--- src/rtl/ser_tx_framer_if.sv ---
// Valid/ready word stream feeding the TX framer FIFO.
// The master drives data/valid and the slave returns ready.
interface ser_tx_framer_if;
  logic [31:0] data;
  logic        valid;
  logic        ready;

  modport master (output data, output valid, input ready);
  modport slave  (input data, input valid, output ready);
endinterface

--- src/rtl/ser_tx_framer.sv ---
// TX framing stage ahead of the 32-bit serializer: input FIFO, per-frame load strobe,
// payload/IDLE/SYNC word selection. Optional frame counters under `TXF_STATS_EN.
module ser_tx_framer #(
  parameter int unsigned FRAME_LEN   = 32,
  parameter int unsigned FIFO_DEPTH  = 4,
  parameter logic [31:0] SYNC_WORD   = 32'hA5C3_3C5A,
  parameter logic [31:0] IDLE_WORD   = 32'h0000_0000,
  parameter int unsigned SYNC_PERIOD = 16
) (
  input  logic                          i_clk,
  input  logic                          i_rst,
  input  logic                          i_enable,
  ser_tx_framer_if.slave                s_if,
  output logic [31:0]                   o_ser_din,
  output logic                          o_ser_load,
  output logic                          o_frame_is_sync,
`ifdef TXF_STATS_EN
  output logic [15:0]                   o_stat_data,
  output logic [15:0]                   o_stat_idle,
`endif
  output logic [$clog2(FIFO_DEPTH):0]   o_fifo_level
);

  localparam int unsigned CntW   = (FRAME_LEN > 1) ? $clog2(FRAME_LEN) : 1;
  localparam int unsigned PtrW   = $clog2(FIFO_DEPTH);
  localparam int unsigned LevelW = PtrW + 1;
  localparam int unsigned SyncW  = (SYNC_PERIOD > 1) ? $clog2(SYNC_PERIOD) : 1;

  typedef enum logic [0:0] {StOff, StRun} state_e;

  state_e             r_state;
  logic [CntW-1:0]    r_cnt;
  logic [SyncW-1:0]   r_sync_cnt;
  logic [31:0]        r_ser_din;
  logic               r_ser_load;
  logic               r_frame_is_sync;

  logic [31:0]        r_mem [FIFO_DEPTH];
  logic [PtrW-1:0]    r_wr_ptr;
  logic [PtrW-1:0]    r_rd_ptr;
  logic [LevelW-1:0]  r_level;

  logic w_full;
  logic w_empty;
  logic w_push;
  logic w_fs;
  logic w_sync_due;
  logic w_send_sync;
  logic w_pop;

  assign w_full      = (r_level == LevelW'(FIFO_DEPTH));
  assign w_empty     = (r_level == '0);
  assign s_if.ready  = !w_full;
  assign w_push      = s_if.valid && !w_full;

  // Enable low overrides a pending frame start; the next FS is the one out of StOff.
  assign w_fs        = i_enable && ((r_state == StOff) || (r_cnt == CntW'(FRAME_LEN - 1)));
  assign w_sync_due  = (SYNC_PERIOD != 0) && (r_sync_cnt == SyncW'(SYNC_PERIOD - 1));
  assign w_send_sync = (r_state == StOff) || w_sync_due;
  assign w_pop       = w_fs && !w_send_sync && !w_empty;

  always_ff @(posedge i_clk) begin
    if (w_push) begin
      r_mem[r_wr_ptr] <= s_if.data;
    end
  end

  always_ff @(posedge i_clk) begin
    if (i_rst) begin
      r_wr_ptr <= '0;
      r_rd_ptr <= '0;
      r_level  <= '0;
    end else begin
      if (w_push) begin
        r_wr_ptr <= r_wr_ptr + PtrW'(1);
      end
      if (w_pop) begin
        r_rd_ptr <= r_rd_ptr + PtrW'(1);
      end
      // Push needs !full and pop needs !empty, so the level stays within 0..FIFO_DEPTH.
      if (w_push && !w_pop) begin
        r_level <= r_level + LevelW'(1);
      end else if (w_pop && !w_push) begin
        r_level <= r_level - LevelW'(1);
      end
    end
  end

`ifdef TXF_STATS_EN
  logic [15:0] r_stat_data;
  logic [15:0] r_stat_idle;
`endif

  always_ff @(posedge i_clk) begin
    if (i_rst) begin
      r_state         <= StOff;
      r_cnt           <= '0;
      r_sync_cnt      <= '0;
      r_ser_din       <= '0;
      r_ser_load      <= 1'b0;
      r_frame_is_sync <= 1'b0;
`ifdef TXF_STATS_EN
      r_stat_data     <= '0;
      r_stat_idle     <= '0;
`endif
    end else begin
      r_ser_load <= 1'b0;
      if (!i_enable) begin
        r_state <= StOff;
        r_cnt   <= '0;
      end else if (w_fs) begin
        r_state    <= StRun;
        r_cnt      <= '0;
        r_ser_load <= 1'b1;
        if (w_send_sync) begin
          r_ser_din       <= SYNC_WORD;
          r_frame_is_sync <= 1'b1;
          r_sync_cnt      <= '0;
        end else begin
          r_frame_is_sync <= 1'b0;
          r_sync_cnt      <= r_sync_cnt + SyncW'(1);
          if (!w_empty) begin
            r_ser_din <= r_mem[r_rd_ptr];
`ifdef TXF_STATS_EN
            if (r_stat_data != 16'hFFFF) r_stat_data <= r_stat_data + 16'd1;
`endif
          end else begin
            r_ser_din <= IDLE_WORD;
`ifdef TXF_STATS_EN
            if (r_stat_idle != 16'hFFFF) r_stat_idle <= r_stat_idle + 16'd1;
`endif
          end
        end
      end else begin
        r_cnt <= r_cnt + CntW'(1);
      end
    end
  end

  assign o_ser_din       = r_ser_din;
  assign o_ser_load      = r_ser_load;
  assign o_frame_is_sync = r_frame_is_sync;
  assign o_fifo_level    = r_level;
`ifdef TXF_STATS_EN
  assign o_stat_data     = r_stat_data;
  assign o_stat_idle     = r_stat_idle;
`endif

endmodule

--- src/flat_wrapper.sv ---
// flat-port wrapper written by rule: the top's interface ports become plain ports
module ser_tx_framer_flat 
#(
  parameter int unsigned FRAME_LEN   = 32,
  parameter int unsigned FIFO_DEPTH  = 4,
  parameter logic [31:0] SYNC_WORD   = 32'hA5C3_3C5A,
  parameter logic [31:0] IDLE_WORD   = 32'h0000_0000,
  parameter int unsigned SYNC_PERIOD = 16
)
  (i_clk, i_rst, i_enable, o_ser_din, o_ser_load, o_frame_is_sync, o_fifo_level, s_if_data, s_if_valid, s_if_ready);
  ser_tx_framer_if s_if_i ();
  input  logic i_clk;
  input  logic i_rst;
  input  logic i_enable;
  output logic [31:0] o_ser_din;
  output logic o_ser_load;
  output logic o_frame_is_sync;
  output logic [$clog2(FIFO_DEPTH):0] o_fifo_level;
  input wire logic [$bits(s_if_i.data)-1:0] s_if_data;
  input wire logic [$bits(s_if_i.valid)-1:0] s_if_valid;
  output wire logic [$bits(s_if_i.ready)-1:0] s_if_ready;
  assign s_if_i.data = s_if_data;
  assign s_if_i.valid = s_if_valid;
  assign s_if_ready = s_if_i.ready;
  ser_tx_framer #(.FRAME_LEN(FRAME_LEN), .FIFO_DEPTH(FIFO_DEPTH), .SYNC_WORD(SYNC_WORD), .IDLE_WORD(IDLE_WORD), .SYNC_PERIOD(SYNC_PERIOD)) u_core (.i_clk(i_clk), .i_rst(i_rst), .i_enable(i_enable), .s_if(s_if_i), .o_ser_din(o_ser_din), .o_ser_load(o_ser_load), .o_frame_is_sync(o_frame_is_sync), .o_fifo_level(o_fifo_level));
endmodule
--- config.mk ---
export PLATFORM = sky130hd
export DESIGN_NAME = ser_tx_framer_flat
export DESIGN_NICKNAME = d
export VERILOG_FILES = /design/src/rtl/ser_tx_framer_if.sv /design/src/rtl/ser_tx_framer.sv /design/src/flat_wrapper.sv
export SDC_FILE = /design/constraint.sdc
export NUM_CORES = 1
export LEC_CHECK = 0
export CAP_MARGIN = 20
export CORE_UTILIZATION = 39
export DETAILED_ROUTE_END_ITERATION = 8
export PLACE_DENSITY = 0.59
export RECOVER_POWER = 25
export SKIP_LAST_GASP = 1
export SLEW_MARGIN = 20
export SYNTH_ARGS = -nofsm -noshare
export SYNTH_HDL_FRONTEND = slang
export SYNTH_SLANG_ARGS = --single-unit
--- constraint.sdc ---
create_clock -name i_clk -period 3.5 [get_ports i_clk]
set_input_delay 0.35 -clock i_clk [delete_from_list [all_inputs] [get_ports i_clk]]
set_output_delay 0.35 -clock i_clk [all_outputs]
set_load 0.05 [all_outputs]
== After elaboration in Yosys (flattened, before gate mapping) ==
Memories as Yosys holds them, arrays and structs flattened. A register that Yosys moved wholly into a read port is not among the register bits.
Index checks and enable logic that the tools add are counted.
Cells by class
  add/subtract/negate cells: 6
  equality and inequality tests: 3
  multiplexer cells: 11
  bitwise operators: 2
  reductions and logical operators: 18
Operator list (count)
  32-bit two-way mux: 2
  1-bit logical AND: 6
  3-bit two-way mux: 2
  5-bit by 1-bit adder with 5-bit output (second input constant): 1
  5-bit == test (second input constant): 1
  1-bit logical NOT: 5
  2-bit by 1-bit adder with 2-bit output (second input constant): 2
  4-bit by 1-bit adder with 4-bit output (second input constant): 1
  4-bit == test (second input constant): 1
  1-bit two-way mux: 4
  2-bit two-way mux: 2
  4-bit two-way mux: 1
  3-bit by 1-bit adder with 3-bit output (second input constant): 1
  3-bit == test (second input constant): 1
  3-bit logical NOT: 1
  3-bit OR reduction: 1
  3-bit by 1-bit subtractor with 3-bit output (second input constant): 1
  1-bit logical OR: 2
  1-bit inverter: 2
  2-bit AND reduction: 1
  2-bit nonzero test: 1
  2-bit OR reduction: 1
Storage, ports and cells
  register bits after elaboration: 51
  memory bits (writable): 128
  bits of input ports: 36
  output and inout port bits: 38
  word-level logic and storage cells: 50
  memories kept: 1
Memories
  u_core.r_mem: words 4, width 32, read ports 1, clocked after memory_dff 1, write ports 1, RTL line ser_tx_framer.sv:38  | logic [31:0] r_mem [FIFO_DEPTH];

== Depth between registers and ports, before layout ==
  depth in word-level cells: 8
  mapped depth: 13
  gate-level depth less buffers: 12

== Worst setup path before layout ==
No wires, ideal clock.
  path kind: register to register
  start point: register u_core.r_level[0] (netlist: u_core.o_fifo_level[0])
  end point: memory u_core.r_mem[0][0], enable pin
  library setup time: 0.392 ns
  arrival time: 2.234 ns
  data required time: 3.108 ns
  setup slack: 0.874 ns
  cell stages (with the launch flop): 4
  buffers on the path: 0
  period minus slack after synthesis: 2.626 ns
  cell sequence: dfxtp_1 > nor3b_1 > inv_1 > and3_1
Between the ends
  longest elaborated chain between the ends: 5
Ends and longest elaborated chain
  start: declaration: RTL line ser_tx_framer.sv:41  | logic [LevelW-1:0] r_level;
  start signal: assignment: RTL line ser_tx_framer.sv:82  | r_level <= r_level + LevelW'(1);
  start signal: assignment: RTL line ser_tx_framer.sv:84  | r_level <= r_level - LevelW'(1);
  3-bit == test: RTL line ser_tx_framer.sv:51  | assign w_full = (r_level == LevelW'(FIFO_DEPTH));
  1-bit logical NOT
  net s_if_ready: RTL line flat_wrapper.sv:21  | output wire logic [$bits(s_if_i.ready)-1:0] s_if_ready;
  1-bit logical AND: RTL line ser_tx_framer.sv:54  | assign w_push = s_if.valid && !w_full;
  1-bit two-way mux: RTL line ser_tx_framer.sv:63  | if (w_push) begin
  1-bit two-way mux (not written as such): RTL line ser_tx_framer.sv:64  | r_mem[r_wr_ptr] <= s_if.data;
  end: declaration: RTL line ser_tx_framer.sv:38
The timed path passes the listed nets, and every way through them passes these cells.

== Worst setup path after layout ==
  start point: register u_core.r_level[0] (netlist: u_core.o_fifo_level[0])
  end point: register u_core.r_level[2] (netlist: u_core.o_fifo_level[2])
Between the ends
  longest elaborated chain between the ends: 6
  elaborated cells on any way between the ends: 15
  those cells by class: add/sub: 2; eq/ne: 1; mux: 2; reduce/logical: 10
Ends and longest elaborated chain
  parallel branches: the longest is 6 deep, another holds 3-bit by 1-bit subtractor with 3-bit output
Parallel ways; which one is timed is not known. The select of a mux whose other input is x is not followed.
A chain may end at the register's enable or synchronous reset.

==> flow_metrics.tcl <==
set metrics [dict create \
    top_layer "met5" \
    start_kind "register" \
    die_h_um 134 \
    finalCritPeriodShare_pct 74.3 \
    clk_pin_slew_ps 60 \
    synth_edf_count 128 \
    wl_met3_um 686 \
    cts_buffers 17 \
    vias 3651 \
    synthTopCellsByArea "edfxtp_1 57%, dfxtp_1 16%, mux4_2 11%" \
    cts_sinks 181 \
    syn_to_final_growth_pct 21.9 \
    stdcell_count 695 \
    fill_cells 1406 \
    leakage_uw 0.00271 \
    path_delay_family "simple AND/OR/NAND/NOR gates" \
    fin_nets 507 \
    cts_resized 0 \
    ys_ff_latch 181 \
    synthFlopType "edfxtp_1" \
    grt_pass1_vias 3904 \
    start_util_pct 40.3 \
    yosysTopAreaCell "edfxtp_1" \
    synth_seq_area_share_pct 72.7 \
    grt_pass1_wl_mm 21.4 \
    worstPathMaxFanout 18 \
    yosysMostFrequentCell "edfxtp_1" \
    synth_area_um2 6750 \
    crit_arrival_ps 2950 \
    clock_latency_ps 440 \
    core_um2 16800 \
    cts_tree "done" \
    grt_overflow 0 \
    cts-hold-fix-buffers 0 \
    portBuffers 73 \
    grt_use_total_pct 16.5 \
    fmax_ghz 0.385 \
    syn_inst 384 \
    antenna_found_initial 1 \
    grt_start_max_net_pins 33 \
    crit_top_cell "or3_1" \
    hold_class "register to register" \
    synthTopCellsByCount "128 x edfxtp_1, 53 x dfxtp_1, 32 x mux4_2" \
    skew_ps 15.9 \
    end_kind "register" \
    dp.cells 663 \
    crit_path_max_incr_delay_ps 680 \
    slowest_stage "or3_1" \
    regArea_um2 4910 \
    multi_input_area_um2 1690 \
    drcViolationCount 0 \
    synth_nets 429 \
    ys_types 36 \
    reg2reg_to "u_core.o_fifo_level[2]$_SDFFE_PP0P_" \
    num_io_pins 74 \
    via_per_inst 5.25 \
    r2r_cells 8 \
    row_count 47 \
    yosysWarnings 0 \
    drive_gt1_share_pct 16.5 \
    dr_wl_met2_mm 6.47 \
    first_pass_iters 4 \
    r2r-start "u_core.o_fifo_level[0]$_SDFFE_PP0P_" \
    ir_drop_mv 0.371 \
    relSlewSlack_pct 36.6 \
    drtIter0Drc 345 \
    powerDensity_nw_per_um2 569 \
    worstPathRequired_ps 3850 \
    hold_viol 0 \
    finalCriticalPeriod_ps 2600 \
    finalWeightedCongestion 0.770 \
    m1WireLength_mm 6.05 \
    async_flop_share_pct 0 \
    drv_slew 0 \
    post_cts_buffers 0 \
    min_to "u_core.r_cnt[0]$_SDFF_PP0_" \
    clockRootBuffer "clkbuf_16" \
    htreeDepth 4 \
    drt_wl_total_mm 13.4 \
    die_area_um2 17800 \
    hold_depth 1 \
    crit_chain "or3_1 > nand2_1 > ha_1 > inv_1 > fa_1 > xor2_1 > or3_1 > a21oi_1" \
    setup_viol 0 \
    outcome "complete, no violations" \
    post-dp-hpwl_mm 7.98 \
    synth_top_area_share_pct 57.0 \
    hp-start "u_core.r_cnt[0]$_SDFF_PP0_" \
    path_class "register to register" \
    clockBufferDepth 2 \
    maxCapViolations 0 \
    tightest_slew_ps 951 \
    cp.buffers_inverters 1 \
    rsz0062_at_grt "false" \
    tns_ps 0 \
    avgSynthCellArea_um2 17.6 \
    wl_per_cell_um 19.2 \
    die_x_um 134 \
    r2r_slack_ps 900 \
    holdWs_ps 454 \
    final_antenna_net_count 0 \
]
-- area by class of cell --
| cell class | count | share of cell area (%) |
|---|---|---|
| flip-flops and latches | 181 | 59.6 |
| multi-input cells | 174 | 20.5 |
| repair buffers | 80 | 9.52 |
| clock buffers | 19 | 5.38 |
| well taps | 220 | 3.35 |
| clock inverters | 12 | 1.19 |
| inverters | 8 | 0.365 |
| diodes | 1 | 0.0304 |
-- stage by stage --
stage	setup WS [ps]	power (uW)	util (%)	area, um2
6_report	901	4680	49.1	8230
5_1_grt	715	4870	49.1	8230
4_1_cts	868	4740	49.1	8230
3_5_place_dp	879	3010	45.9	7680
3_3_place_gp	984	2980	45.9	7680
2_1_floorplan	874	2810	-	6750
-- state kept, by name, summed over array words and instances (netlist names), named ones only --
name and flops:
u_core.r_state 1, u_core.r_mem 128, u_core.r_cnt 5, u_core.r_wr_ptr 2
u_core.o_fifo_level 3, u_core.o_frame_is_sync 1, u_core.r_rd_ptr 2, u_core.o_ser_load 1
u_core.o_ser_din 32, u_core.r_sync_cnt 4
-- cell usage in the layout (no fill, tap or decap), types with 16 or more instances in the layout --
cell type / synthesis / final
clkbuf_16: 0 / 17
dlygate4sd3_1: 0 / 22
a32o_1: 16 / 16
dfxtp_1: 53 / 51
nand2_1: 20 / 20
clkdlybuf4s50_1: 0 / 51
edfxtp_1: 128 / 128
a21oi_1: 26 / 26
a211oi_1: 17 / 17
mux4_2: 32 / 32
-- report_power, final --
part	internal, uW	switching, uW	leakage [uW]
logic	166	304	0.000835
registers	2430	45.8	0.00161
clock network	936	804	0.000267
-- metal layers --
layer | track usage (%) | vias up
li1 | - | 1688
met1 | 20.9 | 1854
met2 | 26.2 | 90
met3 | 4.91 | 17
met4 | 7.58 | 2
met5 | 0 | -
-- how the worst max path moves through the flow --
stage	slack, ps	endpoint	cells after the start	from
2_1_floorplan	870	u_core.r_mem[0][0]$_DFFE_PP_	3	u_core.o_fifo_level[0]$_SDFFE_PP0P_
3_3_place_gp	980	u_core.o_fifo_level[2]$_SDFFE_PP0P_	8	u_core.o_fifo_level[0]$_SDFFE_PP0P_
3_5_place_dp	880	u_core.o_fifo_level[2]$_SDFFE_PP0P_	8	u_core.o_fifo_level[0]$_SDFFE_PP0P_
4_1_cts	870	u_core.o_fifo_level[2]$_SDFFE_PP0P_	8	u_core.o_fifo_level[0]$_SDFFE_PP0P_
5_1_grt	710	u_core.o_fifo_level[2]$_SDFFE_PP0P_	8	u_core.o_fifo_level[0]$_SDFFE_PP0P_
6_report	900	u_core.o_fifo_level[2]$_SDFFE_PP0P_	8	u_core.o_fifo_level[0]$_SDFFE_PP0P_
-- logic make-up after synthesis --
family	after synthesis	share of synthesized area, %
fa+ha+maj	9	1.78
mux	34	11.0
buf+inv	29	2.37
flops	181	72.7
compound gates	68	7.04
simple gates	59	4.62
xor+xnor	4	0.519
No activity file was read; power rests on OpenSTA's default activity.
